**src/rtl/sc_neuron_pe.sv**
```systemverilog
// Stochastic-computing neuron PE: N_IN AND-multiplied bitstream channels plus a bias,
// counted over one 255-cycle LFSR period, then a shift/slope saturating activation.
module sc_neuron_pe #(
  parameter int          N_IN   = 4,
  parameter logic [7:0]  SEED_X = 8'h01,
  parameter logic [7:0]  SEED_W = 8'hA5
) (
  input  logic                clk,
  input  logic                rst_n,
  input  logic                start,
  input  logic [8*N_IN-1:0]   w,
  input  logic [8*N_IN-1:0]   x,
  input  logic [7:0]          b,
  input  logic [2:0]          shif,
  input  logic [2:0]          slope,
  output logic                busy,
  output logic                done,
  output logic [7:0]          y
);

  localparam int ACC_W = $clog2((N_IN + 1) * 255 + 1);
  localparam int PRD_W = ACC_W + 3;
  localparam int INC_W = $clog2(N_IN + 2);

  typedef enum logic [1:0] {IDLE, RUN, ACT} state_t;

  state_t              state;
  logic [ACC_W-1:0]    acc;
  logic [7:0]          cnt;
  logic [7:0]          lfsr_x;
  logic [7:0]          lfsr_w;
  logic [8*N_IN-1:0]   w_q;
  logic [8*N_IN-1:0]   x_q;
  logic [7:0]          b_q;
  logic [2:0]          shif_q;
  logic [2:0]          slope_q;

  logic [INC_W-1:0]    inc;
  logic [PRD_W-1:0]    prod;
  logic [PRD_W-1:0]    scaled;

  // x^8+x^6+x^5+x^4+1, maximal length: never reaches zero from a nonzero seed
  function automatic logic [7:0] lfsr_next(input logic [7:0] q);
    return {q[6:0], q[7] ^ q[5] ^ q[4] ^ q[3]};
  endfunction

  function automatic logic [7:0] sat8(input logic [PRD_W-1:0] v);
    return (v > PRD_W'(255)) ? 8'hFF : v[7:0];
  endfunction

  always_comb begin
    inc = '0;
    for (int i = 0; i < N_IN; i++) begin
      inc = inc + INC_W'((x_q[8*i +: 8] >= lfsr_x) && (w_q[8*i +: 8] >= lfsr_w));
    end
    inc    = inc + INC_W'(b_q >= lfsr_x);
    prod   = PRD_W'(acc) * PRD_W'(slope_q);
    scaled = prod >> shif_q;
  end

  always_ff @(posedge clk or negedge rst_n) begin
    if (!rst_n) begin
      state   <= IDLE;
      busy    <= 1'b0;
      done    <= 1'b0;
      y       <= '0;
      acc     <= '0;
      cnt     <= '0;
      lfsr_x  <= SEED_X;
      lfsr_w  <= SEED_W;
      w_q     <= '0;
      x_q     <= '0;
      b_q     <= '0;
      shif_q  <= '0;
      slope_q <= '0;
    end else begin
      done <= 1'b0;
      case (state)
        IDLE: begin
          if (start) begin
            w_q     <= w;
            x_q     <= x;
            b_q     <= b;
            shif_q  <= shif;
            slope_q <= slope;
            lfsr_x  <= SEED_X;
            lfsr_w  <= SEED_W;
            acc     <= '0;
            cnt     <= '0;
            busy    <= 1'b1;
            state   <= RUN;
          end
        end
        RUN: begin
          acc    <= acc + ACC_W'(inc);
          lfsr_x <= lfsr_next(lfsr_x);
          lfsr_w <= lfsr_next(lfsr_w);
          cnt    <= cnt + 8'd1;
          if (cnt == 8'd254) state <= ACT;
        end
        ACT: begin
          y     <= sat8(scaled);
          done  <= 1'b1;
          busy  <= 1'b0;
          state <= IDLE;
        end
        default: state <= IDLE;
      endcase
    end
  end

endmodule

```
**config.mk**
```make
export PLATFORM = sky130hd
export DESIGN_NAME = sc_neuron_pe
export DESIGN_NICKNAME = d
export VERILOG_FILES = /design/src/rtl/sc_neuron_pe.sv
export SDC_FILE = /design/constraint.sdc
export NUM_CORES = 1
export LEC_CHECK = 0
export ABC_AREA = 1
export BUFFER_PORTS_ARGS = -buffer_cell sky130_fd_sc_hd__buf_2
export CORE_ASPECT_RATIO = 0.7
export CORE_MARGIN = 5
export CORE_UTILIZATION = 64
export CTS_CLUSTER_DIAMETER = 200
export DETAILED_ROUTE_END_ITERATION = 6
export PLACE_DENSITY_LB_ADDON = 0.12
export SYNTH_ARGS = -nofsm -noshare
export SYNTH_HDL_FRONTEND = slang
export SYNTH_SLANG_ARGS = --single-unit
```
**constraint.sdc**
```tcl
create_clock -name clk -period 11.65 [get_ports clk]
set_input_delay 1.7475 -clock clk [delete_from_list [all_inputs] [get_ports clk]]
set_output_delay 1.7475 -clock clk [all_outputs]
set_load 0.1 [all_outputs]
```
==> results of run 1 <==
## flip-flops by register name, summed over array words and instances (netlist names)
signal / cells
y: 8
lfsr_x: 8
w_q: 32
b_q: 8
slope_q: 3
lfsr_w: 8
x_q: 32
done: 1
cnt: 8
shif_q: 3
state: 2
acc: 11
busy: 1
## cells by family (layout without fill, tap and decap cells)
logic type,count (synthesis),count (layout),synth area share
flip-flops,125,125,0.382
multiplexers,2,2,0.00259
adder cells (fa/ha/maj),104,104,0.170
AO/OA/AOI/OAI,139,139,0.0966
XOR/XNOR,9,9,0.00960
AND/OR/NAND/NOR,492,492,0.255
buffers and inverters,182,278,0.0844
## worst paths after layout
check | startpoint | to | slack (ns)
min reg2reg | w_q[31]$_DFFE_PN0P_ | w_q[31]$_DFFE_PN0P_ | 0.49
max reg2reg | lfsr_x[0]$_DFFE_PN1P_ | acc[10]$_DFFE_PN0P_ | 7.11
max in group asynchronous | rst_n | cnt[4]$_DFFE_PN0P_ | 8.94
min in group asynchronous | rst_n | x_q[12]$_DFFE_PN0P_ | 1.44
min | w_q[31]$_DFFE_PN0P_ | w_q[31]$_DFFE_PN0P_ | 0.49
max | lfsr_x[0]$_DFFE_PN1P_ | acc[10]$_DFFE_PN0P_ | 7.11
## power groups by stage
stage	Combinational (uW)	Clock, uW	Sequential (uW)
after global routing	25.2	581	434
after global placement	21.7	0	442
after detailed placement	22.1	0	442
after floorplan	0.00309	0	442
final	21.5	560	434
after CTS	22.2	562	434
## worst register-to-register path, stage by stage (launching register included)
cell	delay [ns]
dfstp_2	0.60
ha_1	0.26
inv_1	0.05
a21boi_0	0.07
o21ai_0	0.17
a21boi_0	0.11
o21ai_0	0.16
nand2_1	0.07
a21oi_1	0.11
o21ai_0	0.11
o21ai_0	0.09
inv_1	0.08
fa_1	0.50
inv_1	0.05
fa_1	0.46
inv_1	0.07
ha_1	0.19
fa_1	0.20
nand2_1	0.08
a21oi_1	0.21
nand3_1	0.12
nor2_1	0.10
inv_1	0.06
nor2_1	0.14
nand3_1	0.09
nor2_1	0.13
a21oi_1	0.06
a21oi_1	0.14
## metrics by stage
step           setup WS, ns  hold WS [ns]  power, uW  utilization
5_1_grt                6.61         0.497       1040        0.752
4_1_cts                7.14         0.489       1020        0.752
2_1_floorplan          7.58         0.453        442            -
3_5_place_dp           7.15         0.473        464        0.702
3_3_place_gp           7.33         0.472        464        0.702
6_report               7.11         0.487       1020        0.752
## layout by cell type (no fill, tap or decap), drive strengths merged
| master | n |
|---|---|
| nand2 | 382 |
| inv | 156 |
| dfrtp | 120 |
| buf | 94 |
| ha | 91 |
| nand3 | 69 |
| o21ai | 67 |
| a21oi | 35 |
| nor2 | 21 |
| clkbuf | 18 |
| fa | 13 |
| o22ai | 12 |
| a21boi | 10 |
| or2 | 9 |
| xnor2 | 5 |
| dfstp | 5 |
| nand4 | 5 |
| nor3 | 4 |
| xor2 | 4 |
| a22oi | 4 |
| clkinvlp | 4 |
| bufinv | 3 |
| clkinv | 3 |
| o211ai | 3 |
| a21o | 2 |
| o21a | 2 |
| o2111ai | 2 |
| nand3b | 2 |
| o21bai | 1 |
| mux2i | 1 |
| mux2 | 1 |
| a22o | 1 |
## cell type report
| cell class | instances | area [um2] |
|---|---|---|
| Fill cell | 958 | 3110 |
| Multi-Input combinational cell | 746 | 4390 |
| Sequential cell | 125 | 3130 |
| Clock buffer | 18 | 439 |
| Inverter | 152 | 571 |
| Timing Repair Buffer | 94 | 483 |
| Tap cell | 162 | 203 |
| Clock inverter | 14 | 181 |
## layer usage
metal	vias up	track usage	wire length (um)
met5	-	0	0
met2	212	0.398	8290
met3	26	0.0498	1180
met1	3232	0.390	9560
met4	0	0.0726	235
li1	3521	-	-
==> out/results.txt, run 1 <==
Root Buffer -> clkbuf_16
Antenna Nets Post-Route -> 0
Inserted Clock Buffers -> 17
Period utilisation layout -> 0.390
Worst-margin pin slew -> 0.925 ns
Wire length per cell -> 14.7 um
Placed Instances -> 1279
Sum Neg Setup Slack -> 0 ns
# nets final -> 1321
Hold Crit Class -> reg2reg
Later-pin clock latency in the skew report -> 0.43 ns
Hold Crit Depth -> 2
Dpl cell area -> 8780 um2
Status -> finished, final reports clean
Setup Skew -> 0.00824 ns
EDFF count, synth -> 0
Total Routing Usage GR -> 0.263
Synth-to-Final Area Change -> 14.5%
Internal power -> 789 uW
Final Hold Fails -> 0
Avg Inst Size Synth -> 7.80 um2
Comb pwr share -> 0.021
Switching share of total power -> 0.223
Peak VDD IR -> 106 uV
Crit path depth -> 27
DRC -> 0
# diodes -> 0
Cell Area, Synth -> 8210 um2
Worst Path Buf+Inv -> 5
Crit path required time -> 12.00 ns
Yosys warning total -> 0
Vias per cell -> 5.33
Area of the core -> 12500 um2
Number of setup buffers added after CTS -> 0
Initial Util -> 0.656
Chip width -> 145 um
Slew HR -> 0.382
Distinct cells, synth -> 42
Cell taking the most area after synthesis -> dfrtp_1
Tmin final -> 4.54 ns
CTS max path bufs -> 2
Max-Cap Viols -> 0
GR Overflow Total -> 0
CP delay by family, top -> adder cells
Leak -> 0.00550 uW
Ys async rst share -> 1.00
Sequential share of the synthesized area -> 0.382
Die height -> 105 um
Pwr per Cell Area -> 108 nW/um2
CTS Sinks -> 125
Critical Path Max Stage Delay -> 0.60 ns
Synth cell count leaders -> nand2_1, inv_1, dfrtp_1
Initial antenna violation count -> 0
I/O Buffers -> 90
WS Path Type -> reg2reg
Final slew viol count -> 0
DP HPWL -> 13600 um
# setup viols final -> 0
GPL Wtd Cong -> 0.864
Final std cells w/o fill -> 1311
Global-route wire length before repair -> 33200 um
Vias in the first global route -> 6987
# hold bufs at CTS -> 0
Critical Path End Type -> flip-flop
Unrepaired setup endpoints after global routing -> no
Clock Power Share -> 0.551
CTS tree -> done
Most used cell, CP -> inv_1
Worst reg2reg path depth -> 27
# rows -> 34
Layout cells sized above 1 -> 0.155
Yosys reg bits -> 125
Largest cells by area after synthesis -> dfrtp_1, nand2_1, ha_1
Top_reg_cell synth -> dfrtp_1
Initial DRC Count -> 472
Clock transition at the registers of the reported paths -> 0.06 ns
Gate Count Post-Synth -> 1053
Crit path DAT -> 4.89 ns
Fmax -> 220 MHz
Most numerous cell in the Yosys netlist -> nand2_1
P_sw -> 227 uW
Via count -> 6991
Largest fanout on the critical path -> 7
Final wirelength -> 19300 um
CP startpoint kind -> flip-flop
Die Footprint -> 15200 um2
Top Ports -> 91
CP max-delay cell -> dfstp_2
Post-synth top area share -> 0.366
Largest net degree at the start of global routing -> 73
Post_cts resized -> 0
Htree depth -> 4
DR pass1 iterations -> 5
Share of power burned in registers -> 0.428
Finished Cell Area -> 9400 um2
Syn Nets -> 1238
No activity file was read; power rests on OpenSTA's default activity.
==> run 2, diff against run 1 <==
--- a/config.mk
+++ b/config.mk
@@ -9,7 +9,7 @@
 export BUFFER_PORTS_ARGS = -buffer_cell sky130_fd_sc_hd__buf_2
 export CORE_ASPECT_RATIO = 0.7
 export CORE_MARGIN = 5
-export CORE_UTILIZATION = 64
+export CORE_UTILIZATION = 54
 export CTS_CLUSTER_DIAMETER = 200
 export DETAILED_ROUTE_END_ITERATION = 6
 export PLACE_DENSITY_LB_ADDON = 0.12
==> constraint.sdc (replaced) <==
create_clock -name clk -period 4.03 [get_ports clk]
set_input_delay 0.6045 -clock clk [delete_from_list [all_inputs] [get_ports clk]]
set_output_delay 0.6045 -clock clk [all_outputs]
set_load 0.1 [all_outputs]
==> run 2 against run 1 <==
Net effect:
- the run now ends with design-rule violations, negative setup slack left
- register-to-register slack worse by 7.4 ns
- first-iteration DRC count down 8.3%
- total power rose to 2.8 times the previous value
- sequential power rose to 2.9 times the previous value
- fmax up 6.2%
- combinational power rose to 3.0 times the previous value
- clock skew up 0.00088 ns
- core utilization down 8.4 points
==> out/results.txt, run 2 (synthesized netlist as in run 1, its figures left out) <==
Status -> complete, but fails checks
Violated checks -> design-rule violations, negative setup slack
CTS tree -> done
P_sw -> 621 uW
Vias per cell -> 5.10
Hold Crit Class -> in2async
Htree depth -> 4
Initial Util -> 0.554
# setup viols final -> 4
Period utilisation layout -> 1.06
Commonest cells after routing, fill and taps aside -> nand2_1, inv_1, dfrtp_1
Clock Power Share -> 0.540
Max-Cap Viols -> 0
DRC -> 8
Setup Skew -> 0.00912 ns
Wire length per cell -> 14.7 um
Top Ports -> 91
CTS max path bufs -> 2
Setup WS post-layout -> -0.250 ns
Vias in the first global route -> 6960
GR Overflow Total -> 0
WS Path Type -> reg2reg
Final std cells w/o fill -> 1382
Largest net degree at the start of global routing -> 73
GPL Wtd Cong -> 0.882
Root Buffer -> clkbuf_16
Tmin final -> 4.28 ns
# diodes -> 0
Critical Path End Type -> flip-flop
Chip width -> 157 um
Later-pin clock latency in the skew report -> 0.41 ns
Unrepaired setup endpoints after global routing -> yes
Fmax -> 234 MHz
Slew HR -> 0.385
Global-route wire length before repair -> 33700 um
Clock transition at the registers of the reported paths -> 0.06 ns
# rows -> 37
Internal power -> 2250 uW
DR pass1 iterations -> 7
Placed Instances -> 1342
Placement Setup Slack -> -0.476 ns
Crit path DAT -> 4.62 ns
Synth-to-Final Area Change -> 20.5%
Most common cell after layout, fill and taps aside -> nand2_1
Peak VDD IR -> 212 uV
Worst-margin pin slew -> 0.919 ns
Initial DRC Count -> 433
Comb pwr share -> 0.022
Share of power burned in registers -> 0.438
Layout cells sized above 1 -> 0.215
# nets final -> 1359
Final Hold Fails -> 0
Largest fanout on the critical path -> 4
Final wirelength -> 20300 um
Leak -> 0.00570 uW
Crit path required time -> 4.37 ns
Switching share of total power -> 0.217
Via count -> 7051
Pwr per Cell Area -> 290 nW/um2
Initial antenna violation count -> 0
Die height -> 113 um
Area of the core -> 14800 um2
Antenna Nets Post-Route -> 0
DP HPWL -> 14300 um
Final slew viol count -> 0
Die Footprint -> 17800 um2
I/O Buffers -> 90
CTS Sinks -> 125
Biggest regs -> w_q x32, x_q x32, acc x11
CP startpoint kind -> flip-flop
Inserted Clock Buffers -> 17
Total Routing Usage GR -> 0.236
==> run 2: power by group through the flow <==
| stage | logic [uW] | clock network [uW] | registers (uW) |
|---|---|---|---|
| 3_5_place_dp | 66.1 | 0 | 1280 |
| 6_report | 64.0 | 1550 | 1260 |
| 2_1_floorplan | 0.00274 | 0 | 1280 |
| 5_1_grt | 74.5 | 1630 | 1250 |
| 4_1_cts | 66.1 | 1580 | 1260 |
| 3_3_place_gp | 64.8 | 0 | 1280 |
==> run 2: cell type report <==
cell class	instances	area, um2
clock buffers	20	467
clock inverters	12	136
fillers	1292	4920
inverters	152	571
multi-input cells	746	4560
flip-flops and latches	125	3130
well taps	195	244
repair buffers	132	785
==> run 2: per-stage QoR <==
step	total power (uW)	utilization	setup TNS [ns]	hold slack (ns)	cell area [um2]
3_5_place_dp	1340	0.612	-1.46	0.474	9060
6_report	2870	0.668	-0.911	0.276	9890
3_3_place_gp	1340	0.612	-0.781	0.473	9060
4_1_cts	2900	0.659	-0.787	0.298	9760
5_1_grt	2960	0.668	-2.51	0.335	9890
2_1_floorplan	1280	-	0	0.309	8210
==> run 2: timing repair <==
action / CTS / global route
gates cloned: 0 / 0
pin swaps: 16 / 22
hold buffers: 0 / 0
setup buffers: 4 / 4
endpoints found under the setup margin: 7 / 10
hold endpoints to repair: 0 / 0
resized for setup: 28 / 35
==> run 2: routing by layer <==
metal	track usage	part of all wire
met1	0.364	0.52
met2	0.345	0.42
met3	0.0463	0.049
met4	0.0481	0.0089
met5	0	0
==> run 2: final timing paths <==
kind / cells past startpoint / endpoint / slack, ns / from
min in group clk: 3 / w_q[13]$_DFFE_PN0P_ / 0.38 / w[13]
worst max-delay path: 27 / acc[10]$_DFFE_PN0P_ / -0.25 / lfsr_x[0]$_DFFE_PN1P_
worst min register to register: 2 / x_q[18]$_DFFE_PN0P_ / 0.49 / x_q[18]$_DFFE_PN0P_
max in group asynchronous: 2 / lfsr_x[0]$_DFFE_PN1P_ / 2.92 / rst_n
worst max register to register: 27 / acc[10]$_DFFE_PN0P_ / -0.25 / lfsr_x[0]$_DFFE_PN1P_
worst min-delay path: 1 / x_q[19]$_DFFE_PN0P_ / 0.28 / rst_n
==> run 2: critical path, cell delays in order, from the launching register on <==
cell	delay, ns
dfstp_2	0.57
ha_1	0.24
inv_1	0.07
a21boi_0	0.11
o21ai_1	0.13
a21boi_0	0.10
o21ai_1	0.12
nand2_1	0.07
a21oi_2	0.15
o21ai_0	0.09
o21ai_1	0.07
inv_1	0.06
fa_1	0.49
inv_2	0.05
fa_2	0.46
inv_2	0.08
ha_4	0.15
fa_2	0.22
nand2_4	0.07
a21oi_4	0.15
nand3_2	0.10
nor2_2	0.11
inv_2	0.06
nor2_4	0.09
nand3_2	0.08
nor2_2	0.12
a21oi_1	0.05
a21oi_1	0.14
